## config.mk

```make
export PLATFORM = sky130hd
export DESIGN_NAME = rep_sequencer
export DESIGN_NICKNAME = d
export VERILOG_FILES = /design/src/rtl/rep_sequencer.sv
export SDC_FILE = /design/constraint.sdc
export NUM_CORES = 1
export LEC_CHECK = 0
export ABC_AREA = 1
export CORE_MARGIN = 4
export CORE_UTILIZATION = 45
export CTS_BUF_LIST = sky130_fd_sc_hd__clkbuf_8
export CTS_CLUSTER_DIAMETER = 40
export DETAILED_ROUTE_END_ITERATION = 10
export PLACE_DENSITY = 0.75
export SLEW_MARGIN = 5
export SYNTH_ARGS = -nofsm -noshare
export SYNTH_HDL_FRONTEND = slang
export SYNTH_SLANG_ARGS = --single-unit
```

## constraint.sdc

```tcl
create_clock -name clk -period 2.85 [get_ports clk]
set_input_delay 0.855 -clock clk [delete_from_list [all_inputs] [get_ports clk]]
set_output_delay 0.855 -clock clk [all_outputs]
set_load 0.05 [all_outputs]
```

## src/rtl/rep_sequencer.sv

```systemverilog
// rep_sequencer
//   Sequences REP / REPE / REPNE prefixed string instructions after prefix
//   decode. One decoded instruction is accepted in IDLE. The string op is
//   issued to the execution unit once per iteration. (E)CX is decremented
//   and written back after every REP iteration. The ZF termination rule
//   applies to CMPS/SCAS. Non-REP instructions run as a single iteration
//   with no ECX write.
//
// Ports
//   clk, rst_n         clock (rising edge), asynchronous active-low reset
//   instr_valid/ready  instruction accept handshake (ready only in IDLE)
//   prefix_rep         0 none, 1 REPNE, 2 REP/REPE, 3 reserved (= none)
//   prefix_addr16      count is CX rather than ECX
//   is_string_op       MOVS/STOS/LODS/CMPS/SCAS
//   zf_sensitive       CMPS/SCAS: ZF may terminate REPE/REPNE
//   ecx_in             ECX at accept
//   iter_valid/ready   one-iteration request to the execution unit
//   iter_done, iter_zf iteration completion and its ZF result
//   ecx_we, ecx_out    one-cycle ECX write-back pulse and value
//   retire_valid/ready instruction completion handshake
//   retire_overflow    qualifies retire: iteration bound hit before termination

module rep_sequencer #(
    parameter int unsigned MAX_ITERS = 256,
    parameter int unsigned ITER_W    = 9
) (
    input  logic        clk,
    input  logic        rst_n,
    input  logic        instr_valid,
    output logic        instr_ready,
    input  logic [1:0]  prefix_rep,
    input  logic        prefix_addr16,
    input  logic        is_string_op,
    input  logic        zf_sensitive,
    input  logic [31:0] ecx_in,
    output logic        iter_valid,
    input  logic        iter_ready,
    input  logic        iter_done,
    input  logic        iter_zf,
    output logic        ecx_we,
    output logic [31:0] ecx_out,
    output logic        retire_valid,
    input  logic        retire_ready,
    output logic        retire_overflow
);

    typedef enum logic [2:0] {
        S_IDLE,
        S_CHECK,
        S_ISSUE,
        S_WAIT,
        S_DONE
    } state_e;

    state_e             state_q, state_d;
    // rep_kind: 0 single-shot, 1 REPNE, 2 REPE (reserved prefix folded to 0)
    logic [1:0]         rep_kind_q, rep_kind_d;
    logic               addr16_q, addr16_d;
    logic               zf_sens_q, zf_sens_d;
    logic [15:0]        hi16_q, hi16_d;
    logic [31:0]        count_q, count_d;
    logic [ITER_W-1:0]  iters_q, iters_d;
    logic [31:0]        ecx_out_q, ecx_out_d;
    logic               ecx_we_q, ecx_we_d;
    logic               ovf_q, ovf_d;

    logic               rep_accept;
    logic [31:0]        count_m1;
    logic [ITER_W-1:0]  iters_inc;
    logic               zf_term;
    logic               terminate;

    // ------------------------------------------------------------------
    // State register
    // ------------------------------------------------------------------
    always_ff @(posedge clk or negedge rst_n) begin
        if (!rst_n) begin
            state_q    <= S_IDLE;
            rep_kind_q <= 2'd0;
            addr16_q   <= 1'b0;
            zf_sens_q  <= 1'b0;
            hi16_q     <= '0;
            count_q    <= '0;
            iters_q    <= '0;
            ecx_out_q  <= '0;
            ecx_we_q   <= 1'b0;
            ovf_q      <= 1'b0;
        end else begin
            state_q    <= state_d;
            rep_kind_q <= rep_kind_d;
            addr16_q   <= addr16_d;
            zf_sens_q  <= zf_sens_d;
            hi16_q     <= hi16_d;
            count_q    <= count_d;
            iters_q    <= iters_d;
            ecx_out_q  <= ecx_out_d;
            ecx_we_q   <= ecx_we_d;
            ovf_q      <= ovf_d;
        end
    end

    // ------------------------------------------------------------------
    // Next-state and datapath
    // ------------------------------------------------------------------
    always_comb begin
        state_d    = state_q;
        rep_kind_d = rep_kind_q;
        addr16_d   = addr16_q;
        zf_sens_d  = zf_sens_q;
        hi16_d     = hi16_q;
        count_d    = count_q;
        iters_d    = iters_q;
        ecx_out_d  = ecx_out_q;
        ecx_we_d   = 1'b0;
        ovf_d      = ovf_q;

        rep_accept = is_string_op && (prefix_rep == 2'd1 || prefix_rep == 2'd2);
        // CHECK guarantees count_q != 0 before any decrement, so no underflow;
        // in 16-bit mode the count's upper half is zero and stays zero.
        count_m1   = count_q - 32'd1;
        iters_inc  = iters_q + ITER_W'(1);
        zf_term    = zf_sens_q &&
                     ((rep_kind_q == 2'd2 && !iter_zf) ||
                      (rep_kind_q == 2'd1 &&  iter_zf));
        terminate  = (count_m1 == 32'd0) || zf_term;

        unique case (state_q)
            S_IDLE: begin
                if (instr_valid) begin
                    rep_kind_d = rep_accept ? prefix_rep : 2'd0;
                    addr16_d   = prefix_addr16;
                    zf_sens_d  = zf_sensitive;
                    hi16_d     = ecx_in[31:16];
                    count_d    = prefix_addr16 ? {16'h0000, ecx_in[15:0]} : ecx_in;
                    iters_d    = '0;
                    ovf_d      = 1'b0;
                    state_d    = rep_accept ? S_CHECK : S_ISSUE;
                end
            end

            S_CHECK: begin
                state_d = (count_q == 32'd0) ? S_DONE : S_ISSUE;
            end

            S_ISSUE: begin
                if (iter_ready) begin
                    state_d = S_WAIT;
                end
            end

            S_WAIT: begin
                if (iter_done) begin
                    if (rep_kind_q == 2'd0) begin
                        state_d = S_DONE;
                    end else begin
                        count_d   = count_m1;
                        iters_d   = iters_inc;
                        ecx_we_d  = 1'b1;
                        ecx_out_d = addr16_q ? {hi16_q, count_m1[15:0]} : count_m1;
                        // Normal termination wins over the iteration bound.
                        if (terminate) begin
                            state_d = S_DONE;
                        end else if (iters_inc == ITER_W'(MAX_ITERS)) begin
                            state_d = S_DONE;
                            ovf_d   = 1'b1;
                        end else begin
                            state_d = S_ISSUE;
                        end
                    end
                end
            end

            S_DONE: begin
                if (retire_ready) begin
                    state_d = S_IDLE;
                    ovf_d   = 1'b0;
                end
            end

            default: begin
                state_d = S_IDLE;
            end
        endcase
    end

    // ------------------------------------------------------------------
    // Outputs decoded from state
    // ------------------------------------------------------------------
    always_comb begin
        instr_ready     = (state_q == S_IDLE);
        iter_valid      = (state_q == S_ISSUE);
        retire_valid    = (state_q == S_DONE);
        retire_overflow = (state_q == S_DONE) && ovf_q;
        ecx_we          = ecx_we_q;
        ecx_out         = ecx_out_q;
    end

endmodule

```

==> results.toml, run 1 <==
[cells_and_area]
drive_gt1_share_pct = 4.84
nets = 869
fill_cells = 1071
finish.utilization_pct = 56.8
mostFrequentLayoutCell = "nand2_1"
diodes = 0
final_cell_mix = "221 x nand2_1, 117 x nor2_1, 98 x dfrtp_1"
area_growth_syn_to_layout_pct = 22.2
fin_area_um2 = 6540

[power_and_ir_drop]
sequentialPowerShare_pct = 32.0
p_int_uw = 3740
peakVddDrop_mv = 0.862
power_frac_comb_pct = 55.8
p_leak_uw = 0.00302
power.density_nw_per_um2 = 1160
power.share.clock_pct = 12.2
netSwitchingFraction_pct = 50.7
p_switching_uw = 3850

[timing]
min_period_ps = 2470
finalHoldViolations = 0
worstMarginPinSlew_ps = 626
slew_headroom_pct = 58.3
drv_slew = 0
fin_tns_setup_ps = 0
fin_crit_sh_pct = 86.5
setup_slack_ps = 384
finClkSkew_ps = 9.28
setup_viol = 0
fmax_ghz = 0.406
rsz0062_at_grt = "no"

[critical_path]
worst-path-buf-inv = 1
cp_slowest_cell = "clkdlybuf4s50_1"
worst_ep_required_time_ps = 2000
cp_max_fo = 2
rrSetupSlack_ps = 440
crit_path_end_kind = "primary output"
cp_top_family = "buffers and inverters"
rr_endpoint = "state_q[2]"
path_cells = "clkdlybuf4s50_1"
r2r_start = "count_q[0]"
max_stage_delay_ps = 830
critPathKind = "flip-flop to primary output"
crit_path_start_kind = "flip-flop"
ff2ff_path_depth = 17
cp.arrival_ps = 1610

[clock_network]
h-tree-depth = 3
clk_pin_slew_ps = 100
clockBufferDepth = 2
cts_hold_buf = 0
cts_tree = "built"
worstSkewPairLatency_ps = 380
cts_sinks = 98
clock-root-buffer = "clkbuf_8"
numCtsBuffers = 9
post_cts.repair.setup_buffers = 0

[worst_hold_path]
min_path_type = "input port to asynchronous set/reset pin"

[job]
max_cap_viol_count = 0

[synthesis]
synth_area_per_cell_um2 = 7.19
ys_ff_latch = 98
ys_seq_area_share_pct = 45.8
synth_nets = 791
yosysWarnings = 0
synthCells = 744
synth_area_um2 = 5350
ys_types = 33

[placement]
io_buffer_count = 80
dpl_cell_area_um2 = 6340
pre_cts_ws_ps = 228
gp_congestion = 0.954
dp_hpwl_um = 11600

[die]
rows = 39
die_w_um = 117
start_util_pct = 46.5
die_area_um2 = 13700
core_um2 = 11500
ios = 81
die_h_um = 117

[global_routing]
grt-ovfl-total = 0
antenna_found_initial = 0
grt_pass1_vias = 5145
grt_max_degree = 64
grt_pass1_wl_um = 25600
grtUsageTotal_pct = 24.2

[detailed_routing]
dr.pass1.iters = 5
wl_um = 15500
drtIter0Drc = 366
via_per_inst = 5.35
ant_nets = 0
drc_errors = 0
vias = 5190
wl_per_cell_um = 16.0

[status]
outcome = "finished, final reports clean"
-- kinds of logic (layout without fill, tap and decap cells) --
logic type               after synthesis  in the layout  share of synthesized area [%]
AO/OA/AOI/OAI                        147            147                           15.1
XOR/XNOR                              13             13                           2.13
adder cells (fa/ha/maj)                3              3                          0.702
buffers and inverters                 92            175                           6.85
flip-flops                            98             98                           45.8
AND/OR/NAND/NOR                      391            391                           29.4
-- power by group through the flow --
stage / combinational (uW) / clock (uW) / sequential [uW]
finish: 4240 / 928 / 2430
global route: 4730 / 1000 / 2510
detailed placement: 4230 / 0 / 2440
floorplan: 2360 / 0 / 2980
global placement: 4160 / 0 / 2430
CTS: 4230 / 946 / 2420
-- routing by layer --
metal / wire (um) / GRT usage [%] / up-vias
met5: 0 / 0 / -
met2: 7260 / 38.2 / 161
met3: 810 / 3.50 / 22
met4: 319 / 8.79 / 0
met1: 7160 / 34.0 / 2432
li1: - / - / 2575
-- worst max-delay path by stage --
stage,from,end,depth (start not counted)
after global placement,iter_done,ecx_out[20],9
final,ecx_out[13],ecx_out[13],1
after CTS,state_q[1],retire_valid,4
after detailed placement,iter_done,ecx_out[20],9
after global routing,count_q[0],state_q[1],16
after floorplan,state_q[1],ecx_out[2],12
-- cell type report --
type | count | area, um2 | area share, %
Multi-Input combinational cell | 554 | 2530 | 38.7
Sequential cell | 98 | 2450 | 37.5
Timing Repair Buffer | 94 | 936 | 14.3
Inverter | 65 | 244 | 3.73
Tap cell | 143 | 179 | 2.74
Clock buffer | 10 | 138 | 2.10
Clock inverter | 6 | 58.8 | 0.899
-- per-stage QoR --
step	std cells	power (uW)	hold WS, ps
2_1_floorplan	744	5330	442
3_3_place_gp	954	6590	454
3_5_place_dp	954	6670	460
4_1_cts	970	7600	416
5_1_grt	970	8230	438
6_report	970	7600	417
-- Yosys cell counts (all sizes together) --
cell | number | area share (%)
nand2 | 221 | 16
nor2 | 119 | 8.5
dfrtp | 98 | 46
o21ai | 87 | 8.1
inv | 63 | 4.4
nand3 | 27 | 2.5
o22ai | 27 | 3.2
a21oi | 23 | 2.4
clkbuf | 19 | 1.3
nand4 | 12 | 1.4
xor2 | 12 | 2.0
buf | 8 | 0.96
nor3 | 8 | 0.96
o211ai | 5 | 0.70
ha | 3 | 0.70
clkinv | 2 | 0.14
nor4 | 2 | 0.23
a211oi | 1 | 0.14
a22o | 1 | 0.16
a31oi | 1 | 0.12
and3 | 1 | 0.12
o2111ai | 1 | 0.16
o41ai | 1 | 0.16
or2 | 1 | 0.12
xnor2 | 1 | 0.16
-- state kept, by name, indices dropped and copies added, names as in the netlist --
name and count:
count_q 32, ecx_out 32, hi16_q 16, iters_q 9
state_q 3, rep_kind_q 2, addr16_q 1, ecx_we 1
ovf_q 1, zf_sens_q 1
-- what timing repair did --
item | in CTS | in global routing
endpoints found under the hold margin | 0 | 0
endpoints found under the setup margin | 0 | 1
resized for setup | 0 | 1
Note: power is estimated with default switching activity, not from simulation.
==> inputs of run 2 (changes only) <==
--- a/config.mk
+++ b/config.mk
@@ -7,11 +7,11 @@
 export LEC_CHECK = 0
 export ABC_AREA = 1
 export CORE_MARGIN = 4
-export CORE_UTILIZATION = 45
+export CORE_UTILIZATION = 55
 export CTS_BUF_LIST = sky130_fd_sc_hd__clkbuf_8
 export CTS_CLUSTER_DIAMETER = 40
 export DETAILED_ROUTE_END_ITERATION = 10
-export PLACE_DENSITY = 0.75
+export PLACE_DENSITY = 0.88
 export SLEW_MARGIN = 5
 export SYNTH_ARGS = -nofsm -noshare
 export SYNTH_HDL_FRONTEND = slang
==> results.toml, run 2 (synthesized netlist as in run 1, its figures left out) <==
[placement]
gp_congestion = 1.01
dpl_cell_area_um2 = 6290
dp.cells = 937
dp_hpwl_um = 10900
io_buffer_count = 80

[timing]
fin_hold_ws_ps = 477
fin_tns_setup_ps = 0
drv_slew = 0
slew_headroom_pct = 58.2
rsz0062_at_grt = "no"
worstMarginPinSlew_ps = 628
finalHoldViolations = 0
setup_viol = 0
fin_crit_sh_pct = 91.1
min_period_ps = 2600
finClkSkew_ps = 10.3
fmax_ghz = 0.385

[power_and_ir_drop]
power_frac_comb_pct = 55.5
p_int_uw = 3710
power.share.clock_pct = 12.1
power.density_nw_per_um2 = 1160
netSwitchingFraction_pct = 50.6
peakVddDrop_mv = 1.03
p_switching_uw = 3790
p_leak_uw = 0.00300
sequentialPowerShare_pct = 32.4

[cells_and_area]
drive_gt1_share_pct = 4.37
final_cell_mix = "221 x nand2_1, 117 x nor2_1, 98 x dfrtp_1"
multiInputGateArea_um2 = 2530
mostFrequentLayoutCell = "nand2_1"
fin_area_um2 = 6480
stdcell_count = 952
regArea_um2 = 2450
diodes = 0
nets = 866
area_growth_syn_to_layout_pct = 21.2
fill_cells = 800

[clock_network]
clk_pin_slew_ps = 100
h-tree-depth = 3
cts_tree = "built"
clockBufferDepth = 2
post_cts.repair.setup_buffers = 0
post_cts_resized = 1
cts_hold_buf = 0
cts_sinks = 98
worstSkewPairLatency_ps = 360
numCtsBuffers = 9
clock-root-buffer = "clkbuf_8"

[detailed_routing]
wl_per_cell_um = 15.4
via_per_inst = 5.60
drc_errors = 0
vias = 5332
highest_layer = "met4"
wl_met1_um = 6290
drtIter0Drc = 342
ant_nets = 0
wl_um = 14700
dr.pass1.iters = 5
dr_wl_met2_um = 7090
met3_length_um = 988

[job]
max_cap_viol_count = 0

[global_routing]
grt_max_degree = 64
grt_pass1_wl_um = 24800
grt_pass1_vias = 5250
grt-ovfl-total = 0
antenna_found_initial = 0
grtUsageTotal_pct = 27.0

[critical_path]
crit_path_start_kind = "flip-flop"
critical_path.most_common_cell = "nor2_1"
worst-path-buf-inv = 2
cp.arrival_ps = 1740
rrSetupSlack_ps = 280
cp_slowest_cell = "dlygate4sd2_1"
path_cells = "nor2_1, inv_1, nor2_1, dlygate4sd2_1"
crit_path_end_kind = "primary output"
worst_ep_required_time_ps = 2000
cp_max_fo = 5
max_stage_delay_ps = 560
cp_top_family = "buffers and inverters"
critPathKind = "flip-flop to primary output"

[die]
core_um2 = 9370
die_w_um = 107
ios = 81
die_area_um2 = 11400
rows = 35
die_h_um = 107
start_util_pct = 57.1

[worst_hold_path]
min_path_type = "flip-flop to flip-flop"

[status]
outcome = "finished, final reports clean"
run 2: worst reg2reg max path, stage by stage, from the launching register on:
cell and delay, ps:
dfrtp_1 420, inv_1 120, ha_1 240, nand2_1 140, nor2_1 300, nand2_1 210
o21ai_1 180, nand2_1 110, nor2_1 120, nand2_1 60, nor2_1 120, nand3_1 160
nand3_1 110, nand2_1 50, nand2_1 60, nand2_1 50, nand2_1 50
run 2: power groups by stage:
stage | clock [uW] | sequential [uW] | combinational, uW
after CTS | 917 | 2420 | 4140
after global routing | 992 | 2500 | 4620
after floorplan | 0 | 2980 | 2360
after global placement | 0 | 2410 | 3990
final | 907 | 2430 | 4160
after detailed placement | 0 | 2440 | 4130
run 2: path summary, 6_finish.rpt:
| check | start | end | depth (start not counted) |
|---|---|---|---|
| setup / recovery | state_q[1] | instr_ready | 4 |
| hold / removal | ecx_out[7] | ecx_out[7] | 2 |
| setup reg to reg | count_q[0] | state_q[2] | 16 |
| hold reg to reg | ecx_out[7] | ecx_out[7] | 2 |
| max in group asynchronous | rst_n | count_q[24] | 2 |
| min in group asynchronous | rst_n | ecx_out[9] | 1 |
run 2: metrics by stage:
stage               worst slack, ps  power (uW)  utilization [%]
global placement                354        6400             67.1
CTS                            41.9        7480             69.2
detailed placement              253        6570             67.1
global route                   2.53        8110             69.2
floorplan                       282        5330                -
finish                          255        7500             69.2
run 2: final cells by class:
cell class	count	area share, %
Multi-Input combinational cell	554	39.1
Clock inverter	5	0.849
Sequential cell	98	37.8
Tap cell	129	2.49
Clock buffer	10	2.12
Inverter	65	3.76
Timing Repair Buffer	91	13.9
run 2: layer usage:
metal / vias to the layer above / global-route usage, %
met2: 220 / 44.8
met4: 0 / 9.41
met1: 2508 / 35.3
met5: - / 0
met3: 35 / 5.42
li1: 2569 / -
==> inputs of run 3 (changes only) <==
--- a/config.mk
+++ b/config.mk
@@ -6,12 +6,15 @@
 export NUM_CORES = 1
 export LEC_CHECK = 0
 export ABC_AREA = 1
+export CORE_ASPECT_RATIO = 1.5
 export CORE_MARGIN = 4
 export CORE_UTILIZATION = 55
 export CTS_BUF_LIST = sky130_fd_sc_hd__clkbuf_8
 export CTS_CLUSTER_DIAMETER = 40
+export CTS_CLUSTER_SIZE = 14
 export DETAILED_ROUTE_END_ITERATION = 10
 export PLACE_DENSITY = 0.88
+export SETUP_SLACK_MARGIN = 0.3
 export SLEW_MARGIN = 5
 export SYNTH_ARGS = -nofsm -noshare
 export SYNTH_HDL_FRONTEND = slang
==> results.toml, run 3 (synthesized netlist as in run 1, its figures left out) <==
[critical_path]
rr_endpoint = "ecx_out[20]"
critPathKind = "flip-flop to primary output"
cp_max_fo = 2
r2r_start = "state_q[0]"
max_stage_delay_ps = 830
worst-path-buf-inv = 1
worst_ep_required_time_ps = 2000
cp.arrival_ps = 1580
crit_path_end_kind = "primary output"
cp_top_family = "buffers and inverters"
cp_slowest_cell = "clkdlybuf4s50_1"
path_cells = "clkdlybuf4s50_1"
rrSetupSlack_ps = 450
crit_path_start_kind = "flip-flop"
ff2ff_path_depth = 12

[cells_and_area]
stdcell_count = 935
drive_gt1_share_pct = 6.20
final_cell_mix = "219 x nand2_1, 109 x nor2_1, 98 x dfrtp_1"
diodes = 0
multiInputGateArea_um2 = 2590
regArea_um2 = 2450
mostFrequentLayoutCell = "nand2_1"
nets = 865
area_growth_syn_to_layout_pct = 22.1
fill_cells = 782

[timing]
drv_slew = 0
setup_viol = 0
fin_tns_setup_ps = 0
min_period_ps = 2440
finalHoldViolations = 0
worstMarginPinSlew_ps = 571
finClkSkew_ps = 14.2
slew_headroom_pct = 62.0
rsz0062_at_grt = "yes"
fin_crit_sh_pct = 85.5
fmax_ghz = 0.410

[detailed_routing]
via_per_inst = 5.61
ant_nets = 0
dr.pass1.iters = 5
wl_per_cell_um = 15.6
drc_errors = 0
drtIter0Drc = 317
wl_um = 14600
vias = 5247

[power_and_ir_drop]
p_int_uw = 3750
netSwitchingFraction_pct = 50.5
power.share.clock_pct = 12.4
peakVddDrop_mv = 0.680
sequentialPowerShare_pct = 32.0
power.density_nw_per_um2 = 1160
power_frac_comb_pct = 55.6
p_switching_uw = 3820
p_leak_uw = 0.00299

[clock_network]
h-tree-depth = 3
clock-root-buffer = "clkbuf_8"
clockBufferDepth = 2
worstSkewPairLatency_ps = 370
numCtsBuffers = 9
post_cts.repair.setup_buffers = 0
clk_pin_slew_ps = 100
cts_tree = "built"
cts_sinks = 98

[placement]
dp_hpwl_um = 11000
gp_congestion = 0.922
dp.cells = 919
io_buffer_count = 80

[global_routing]
grt_max_degree = 64
grt_pass1_vias = 5205
antenna_found_initial = 0
grt_pass1_wl_um = 24200
grt-ovfl-total = 0
grtUsageTotal_pct = 26.9

[die]
die_w_um = 88.5
core_um2 = 9360
rows = 43
die_h_um = 129
die_area_um2 = 11400
start_util_pct = 57.2
ios = 81

[worst_hold_path]
min_path_type = "input port to asynchronous set/reset pin"

[status]
outcome = "finished, final reports clean"

[job]
max_cap_viol_count = 0
## run 3: cell count changes in the layout (fill, tap and decap cells not counted), moves of 3 or more
cell | previous run | this run
nor2_4 | 1 | 5
buf_4 | 12 | 9
nor2_1 | 117 | 109
nor2_2 | 1 | 5
## run 3: final cells by class
class | count | share of cell area (%)
Clock buffer | 11 | 2.32
Clock inverter | 5 | 0.804
Inverter | 65 | 3.73
Multi-Input combinational cell | 554 | 39.7
Sequential cell | 98 | 37.5
Tap cell | 112 | 2.15
Timing Repair Buffer | 90 | 13.8
## run 3: per-stage QoR
stage	total power (uW)	worst slack (ps)	hold slack [ps]	instance area, um2	util (%)
floorplan	5340	313	442	5350	-
global placement	6440	314	454	6280	67.1
detailed placement	6560	220	459	6280	67.1
CTS	7500	271	471	6480	69.2
global route	8190	295	493	6530	69.8
finish	7580	413	459	6530	69.8
## run 3: power by group through the flow
stage	clock, uW	combinational [uW]	sequential, uW
final	941	4210	2420
after global routing	1010	4680	2500
after CTS	950	4140	2410
after detailed placement	0	4120	2440
after global placement	0	4030	2420
after floorplan	0	2360	2980
## run 3: routing by layer
layer / track usage, % / vias to the layer above / part of all wire, %
met1: 33.0 / 2427 / 40
met3: 4.48 / 28 / 5.8
li1: - / 2580 / -
met2: 46.7 / 212 / 51
met4: 10.1 / 0 / 2.6
met5: 0 / - / 0
## run 3: timing repair
action,in CTS,in global routing
setup endpoints to repair,4,25
pin swaps,0,0
cloned,0,0
hold buffers,0,0
resized for setup,4,19
## run 3: worst max-delay path by stage
stage	startpoint	to	slack [ps]	depth (start not counted)
floorplan	state_q[2]	iter_valid	310	1
global placement	iter_done	count_q[3]	310	7
CTS	state_q[0]	instr_ready	270	4
global route	count_q[0]	state_q[1]	300	15
detailed placement	iter_done	count_q[17]	220	7
finish	ecx_out[6]	ecx_out[6]	410	1
==> RTL change (config.mk and constraints of run 3) <==
Re-encode `state_e` (5 states) as one-hot, 5 bits wide.
--- a/src/rtl/rep_sequencer.sv
+++ b/src/rtl/rep_sequencer.sv
@@ -46,8 +46,8 @@
 
-    typedef enum logic [2:0] {
-        S_IDLE,
-        S_CHECK,
-        S_ISSUE,
-        S_WAIT,
-        S_DONE
+    typedef enum logic [4:0] {
+        S_IDLE  = 5'b00001,
+        S_CHECK = 5'b00010,
+        S_ISSUE = 5'b00100,
+        S_WAIT  = 5'b01000,
+        S_DONE  = 5'b10000
     } state_e;
Behaviour: same outputs for any inputs over 4 cycles, from zero or initial values and one cycle with rst_n low; so few cycles prove little.
==> RTL change against run 3 <==
Count of clock-buffer cells in the layout unchanged; final cell count increased by 1.6%; routed wire length increased by 4.6%; clock skew decreased by 2.0 ps; sequential cell count increased by 2; final area increased by 3.0%; die area increased by 4.7%; setup slack got worse by 25 ps; sequential power increased by 3%; non-clock buffer count increased by 2; total power decreased by 3.5%; largest cell class unchanged; area after synthesis increased by 5.1%; critical endpoint is now instr_ready.
==> RTL change: results (changes against run 3) <==
- Synth Area in Compound Gates: 16.4% (+1.2 points)
- Crit path launch: state_q[2]
- Top post-synthesis cells by area: dfrtp_1, nand2_1, nor2_1, o21ai_0, inv_1
- Crit Reg-Reg Startpoint: count_q[0]
- Outcome: finished clean
- Hpwl dp: 11.5 mm (+4.0%)
- Fin cells: 950 (+1.6%)
- R2R cell count: 15 (+3)
- Mapped Nets: 802 (+1.4%)
- Gr usage total: 26.0% (-0.84 points)
- Crit-path max FO: 4 (+2)
- Post-CTS sizing: 3 (-1)
- 1st-iter DRT viols: 341 (+7.6%)
- Met2 wire length: 7.69 mm (+2.4%)
- First-pass GRT wire length: 25.2 mm (+4.1%)
- Drt via density: 5.71 (+1.7%)
- Final wirelength: 15.3 mm (+4.6%)
- Pre-CTS setup slack: 363 ps (+144 ps)
- RD Place Congestion: 0.905 (-1.9%)
- Worst Setup EP: instr_ready
- Wire length on met3: 886 microns (+5.0%)
- Pint: 3.69 mW (-1.8%)
- Largest net degree at the start of global routing: 49 (-23%)
- Met3 Use GR: 3.66% (-0.83 points)
- Most instantiated cells after synthesis: nand2_1, nor2_1, dfrtp_1
- WL met1: 6.05 mm (+3.0%)
- Max_slew headroom: 65.0% (+3.0 points)
- Worst stage delay on the critical path: 420 ps (-410 ps)
- Post-placement cell area: 6520 sq um (+3.8%)
- CP Data Arrival Time: 1610 ps (+30 ps)
- Grt met2 use: 44.6% (-2.1 points)
- Die ar.: 11900 sq um (+4.7%)
- WHS: 388 ps (-71.2 ps)
-- RTL change: cell count changes in the layout (fill, tap and decap cells not counted), moves of 11 or more --
cell      change
nor2_1       +11
o211ai_1     +11
o22ai_1      -12
inv_1        +11
o21ai_0      +27
o21ai_1      -19
nand2_1      -40
a31oi_1      +14
-- RTL change: power groups by stage --
stage	logic [mW]	clock network [mW]	registers, mW
after floorplan	2.13	0	3.04
final	3.87	0.942	2.50
after global routing	4.24	1.01	2.58
after CTS	3.82	0.953	2.49
after global placement	3.69	0	2.49
after detailed placement	3.79	0	2.51
-- RTL change: layout make-up --
| type | instances | area, sq um |
|---|---|---|
| multi-input cells | 552 | 2710 |
| flip-flops and latches | 100 | 2500 |
| repair buffers | 92 | 892 |
| fillers | 870 | 3350 |
| inverters | 73 | 274 |
| clock inverters | 5 | 51.3 |
| clock buffers | 11 | 151 |
| well taps | 117 | 146 |
